==> config.mk <==
export PLATFORM = sky130hd
export DESIGN_NAME = alu_mult_seq
export DESIGN_NICKNAME = d
export VERILOG_FILES = /design/src/rtl/alu_mult_seq.sv
export SDC_FILE = /design/constraint.sdc
export NUM_CORES = 1
export LEC_CHECK = 0
export CAP_MARGIN = 20
export CORE_UTILIZATION = 57
export DETAILED_ROUTE_END_ITERATION = 8
export DONT_BUFFER_PORTS = 1
export PLACE_DENSITY = 0.82
export SYNTH_ARGS = -nofsm -noshare
export SYNTH_HDL_FRONTEND = slang
export SYNTH_SLANG_ARGS = --single-unit
==> constraint.sdc <==
create_clock -name clk -period 1.2 [get_ports clk]
set_input_delay 0.18 -clock clk [delete_from_list [all_inputs] [get_ports clk]]
set_output_delay 0.18 -clock clk [all_outputs]
set_load 0.01 [all_outputs]
==> src/rtl/alu_mult_seq.sv <==
// alu_mult_seq: shift-add 32x32 unsigned multiplier on the shared EX ALU (zero-operand skip under MULT_ZERO_SKIP_EN)
module alu_mult_seq #(
  parameter int WIDTH = 32,
  parameter int CNT_W = 5
) (
  input  logic             clk,
  input  logic             rst_n,
  input  logic             start,
  input  logic [WIDTH-1:0] src_a,
  input  logic [WIDTH-1:0] src_b,
  output logic             busy,
  output logic             done,
  output logic [WIDTH-1:0] hi,
  output logic [WIDTH-1:0] lo,
  output logic             alu_sel,
  output logic [WIDTH-1:0] alu_a,
  output logic [WIDTH-1:0] alu_b,
  output logic [2:0]       alu_ctl,
  output logic [4:0]       alu_shamt,
  input  logic [WIDTH-1:0] alu_dataout
);
  typedef enum logic [1:0] {IDLE, RUN, DONE} state_t;
  state_t state;
  logic [WIDTH-1:0] mcand, acc_hi, acc_lo, nxt_hi, nxt_lo;
  logic [CNT_W-1:0] cnt;
  logic carry, zero_skip;
  assign busy      = state == RUN;
  assign done      = state == DONE;
  assign alu_sel   = busy;
  assign alu_a     = alu_sel ? acc_hi : '0;
  assign alu_b     = alu_sel ? mcand : '0;
  assign alu_ctl   = 3'b010;
  assign alu_shamt = '0;
`ifdef MULT_ZERO_SKIP_EN
  assign zero_skip = (src_a == '0) || (src_b == '0);
`else
  assign zero_skip = 1'b0;
`endif
  // one shift-add step; carry rebuilt from operand and sum MSBs since the ALU has no carry-out
  always_comb begin
    carry = (acc_hi[WIDTH-1] & mcand[WIDTH-1]) | ((acc_hi[WIDTH-1] | mcand[WIDTH-1]) & ~alu_dataout[WIDTH-1]);
    {nxt_hi, nxt_lo} = acc_lo[0] ? {carry, alu_dataout, acc_lo[WIDTH-1:1]} : {1'b0, acc_hi, acc_lo[WIDTH-1:1]};
  end
  // sequencer: accept in IDLE, iterate WIDTH times in RUN, publish hi/lo on entry to DONE
  always_ff @(posedge clk) begin
    if (!rst_n) begin
      state  <= IDLE;
      mcand  <= '0;
      acc_hi <= '0;
      acc_lo <= '0;
      cnt    <= '0;
      hi     <= '0;
      lo     <= '0;
    end else begin
      case (state)
        IDLE: if (start) begin
          if (zero_skip) begin
            hi    <= '0;
            lo    <= '0;
            state <= DONE;
          end else begin
            mcand  <= src_a;
            acc_hi <= '0;
            acc_lo <= src_b;
            cnt    <= '0;
            state  <= RUN;
          end
        end
        RUN: begin
          acc_hi <= nxt_hi;
          acc_lo <= nxt_lo;
          cnt    <= cnt + 1'b1;
          if (&cnt) begin
            hi    <= nxt_hi;
            lo    <= nxt_lo;
            state <= DONE;
          end
        end
        default: state <= IDLE;
      endcase
    end
  end
endmodule

==> metrics.txt <==
# TYPE chip_impl_metric gauge
chip_impl_metric{name="cts.sinks",unit=""} 167
chip_impl_metric{name="pre_cts_ws",unit="ns"} -0.1202
chip_impl_metric{name="num_rows",unit=""} 41
chip_impl_metric{name="post_synth_inst_count",unit=""} 867
chip_impl_metric{name="htree_levels",unit=""} 4
chip_impl_metric{name="first_global_vias",unit=""} 6827
chip_impl_metric{name="netlist_cell_types",unit=""} 37
chip_impl_info{name="violations",value="hold timing, setup timing"} 1
chip_impl_metric{name="synth_seq_area_share",unit=""} 0.4567
chip_impl_metric{name="antennaDiodeCount",unit=""} 0
chip_impl_metric{name="antenna_found_initial",unit=""} 0
chip_impl_metric{name="cts_buffers",unit=""} 17
chip_impl_info{name="unrepaired_setup_endpoints_after_global_routing",value="yes"} 1
chip_impl_metric{name="drt_iter0_markers",unit=""} 654
chip_impl_metric{name="clock_insertion_delay_at_the_later_pin_of_the_skew_report",unit="ns"} 0.44
chip_impl_metric{name="critPathMaxFanout",unit=""} 25
chip_impl_metric{name="grt_max_degree",unit=""} 233
chip_impl_metric{name="wire_length_of_the_first_global_routing_pass",unit="um"} 37180
chip_impl_metric{name="hpwl",unit="um"} 10820
chip_impl_metric{name="firstDrtPassIters",unit=""} 5
chip_impl_metric{name="power_density",unit="nW/um2"} 1320
chip_impl_metric{name="synthesis.area_per_instance",unit="um2"} 8.444
chip_impl_metric{name="vertical_extent_of_the_die",unit="um"} 115.3
chip_impl_metric{name="post-layout-total-power",unit="W"} 0.01413
chip_impl_metric{name="flow.area_growth_from_synthesis",unit="%"} 46.27
chip_impl_metric{name="floorplan.io_pins",unit=""} 238
chip_impl_info{name="cts_tree",value="done"} 1
chip_impl_metric{name="hold_slack",unit="ns"} -0.08683
chip_impl_metric{name="mapped_cell_area",unit="um2"} 7321
chip_impl_metric{name="fp.coreArea",unit="um2"} 12570
chip_impl_metric{name="clk_path_buf_depth",unit=""} 2
chip_impl_metric{name="grt_util_all_layers",unit=""} 0.3731
chip_impl_metric{name="routed_wirelength",unit="um"} 25310
chip_impl_metric{name="fin_ws",unit="ns"} -0.4336
chip_impl_metric{name="fraction_of_layout_cells_with_a_size_suffix_above_1",unit=""} 0.3687
chip_impl_metric{name="remaining_drc_errors",unit=""} 0
chip_impl_metric{name="cap_viol_max_count",unit=""} 0
chip_impl_metric{name="ir_worst_vdd",unit="mV"} 0.9320
chip_impl_metric{name="viasPerCell",unit=""} 6.044
chip_impl_metric{name="yosys_warnings",unit=""} 0
chip_impl_info{name="worst_hold_path_type",value="in -> reg"} 1
chip_impl_metric{name="die_area",unit="um2"} 13300
chip_impl_metric{name="time_the_final_worst_path_needs_with_i_o_delays_and_setup",unit="ns"} 1.634
chip_impl_metric{name="clk_pin_slew_worst_paths",unit="ns"} 0.07
chip_impl_metric{name="skew",unit="ns"} 0.01187
chip_impl_metric{name="starting_density_of_the_core",unit=""} 0.5825
chip_impl_metric{name="critical_path_arrival",unit="ns"} 1.98
chip_impl_info{name="critPathLaunchType",value="flip-flop"} 1
chip_impl_metric{name="detailroute.via_count",unit=""} 6794
chip_impl_metric{name="die_w",unit="um"} 115.3
chip_impl_metric{name="ys_seq_elements",unit=""} 167
chip_impl_metric{name="max_freq",unit="MHz"} 612.1
chip_impl_metric{name="leakage",unit="nW"} 4.433
chip_impl_metric{name="detail_route.wl_per_cell",unit="um"} 22.52
chip_impl_info{name="result_of_the_run",value="complete, but fails checks"} 1
chip_impl_metric{name="grt_overflow_total",unit=""} 0
chip_impl_metric{name="period_share",unit=""} 1.361
chip_impl_metric{name="setup_viol",unit=""} 234
chip_impl_info{name="cp-end-kind",value="flip-flop"} 1
chip_impl_metric{name="nets",unit=""} 1040
chip_impl_metric{name="final_hold_viol_count",unit=""} 69
chip_impl_metric{name="required_time_reported_for_the_critical_path_endpoint",unit="ns"} 1.54
chip_impl_info{name="critical_path_class",value="reg -> reg"} 1
chip_impl_metric{name="slew_violations",unit=""} 0
chip_impl_metric{name="postRouteAntennaNets",unit=""} 0
chip_impl_metric{name="gp_congestion",unit=""} 0.7617
chip_impl_metric{name="buffer_ports.inserted",unit=""} 0
chip_impl_info{name="ctsRootBufferMaster",value="clkbuf_16"} 1
chip_impl_metric{name="fin_tns_setup",unit="ns"} -67.12
## power by group
group | total (W) | switching (W) | internal (W)
sequential | 0.00595 | 0.000206 | 0.00574
clock | 0.00602 | 0.00233 | 0.00369
combinational | 0.00216 | 0.00101 | 0.00115
## cells in the final DEF, fill, tap and decap left out, types with 31 or more instances in the layout
master,synthesis,routed
o21ai_1,30,40
nand2_1,193,169
nor2b_1,34,33
a22oi_2,0,31
o211a_1,32,32
nand3_2,0,55
nand3_1,101,46
dlygate4sd3_1,0,40
dfxtp_1,167,160
and2_4,0,65
## cells by family (layout without fill, tap and decap cells)
family	count (synthesis)	in the layout	share of synthesized area
AOI/OAI and AO/OA	170	170	0.1627
adders and majority gates	3	3	0.004785
buffers and inverters	89	167	0.06221
DFF	167	167	0.4567
muxes	32	32	0.04905
other	2	8	0.001026
and+or+nand+nor	404	405	0.2635
## through the flow
stage | hold WS [ns] | cell area (um2) | util | std cells
finish | -0.08683 | 10710 | 0.8520 | 1124
global route | -0.1054 | 10710 | 0.8520 | 1124
CTS | -0.1168 | 10600 | 0.8432 | 1119
detailed placement | 0.3254 | 7699 | 0.6125 | 988
global placement | 0.3202 | 7699 | 0.6125 | 988
floorplan | 0.3249 | 7585 | - | 873
## timing repair
| action | in CTS | in global routing |
|---|---|---|
| endpoints found under the hold margin | 167 | 135 |
| setup endpoints to repair | 226 | 234 |
| setup buffers | 31 | 4 |
| gates cloned | 29 | 0 |
| pin swaps | 68 | 3 |
| hold buffers | 39 | 1 |
| resized for setup | 230 | 19 |
## critical path, cell delays in order, from the launching register on
cell and delay [ns]:
dfxtp_2 0.32, nand2b_4 0.16, inv_8 0.11, buf_4 0.16
nand3_4 0.21, buf_12 0.21, buf_16 0.16, o21ai_0 0.22
## final cells by class
class | instances | area [um2]
Multi-Input combinational cell | 618 | 4395
Inverter | 2 | 15.01
Clock inverter | 12 | 198.9
Sequential cell | 167 | 3357
Tap cell | 172 | 215.2
Fill cell | 634 | 1861
Timing Repair Buffer | 133 | 2090
Clock buffer | 20 | 436.7
## state kept, by name, indices dropped and copies added (netlist names)
name,count
hi,32
acc_lo,32
acc_hi,32
mcand,32
cnt,5
state,2
lo,32
## synth_stat cells, drive strengths merged
cell type  count  area share
mux2          31       0.048
a22oi         31       0.032
clkbuf        35       0.018
o21ba          1      0.0014
nand2b         2      0.0021
o211a         32       0.044
nand3        102       0.071
a21boi        35       0.036
a221oi         1      0.0012
and3           2      0.0017
o21a           1      0.0010
o21ai         65       0.044
nor2b         34       0.029
o21bai         1      0.0010
nor2           3      0.0015
and4           1      0.0012
maj3           1      0.0014
and2          65       0.056
nand2        193       0.099
mux2i          1      0.0014
dfxtp        167        0.46
o22ai          1     0.00086
inv            2      0.0014
a21oi          2      0.0014
ha             2      0.0034
conb           2      0.0010
nand3b         1      0.0010
nor3b          1      0.0010
buf           52       0.043
## final timing paths
kind / from / to / slack (ns) / cells after the start
hold reg to reg: mcand[26] / mcand[26] / 0.47 / 2
setup / recovery: state[1] / hi[17] / -0.43 / 7
setup reg to reg: state[1] / hi[17] / -0.43 / 7
hold / removal: src_a[9] / mcand[9] / -0.09 / 2
## per-layer routing
layer | share of wire | global-route usage | up-vias
li1 | - | - | 3082
met1 | 0.38 | 0.4082 | 3310
met2 | 0.51 | 0.6631 | 318
met3 | 0.069 | 0.09700 | 84
met4 | 0.041 | 0.1931 | 0
met5 | 0 | 0 | -
Power figures use the tool's default switching activity.
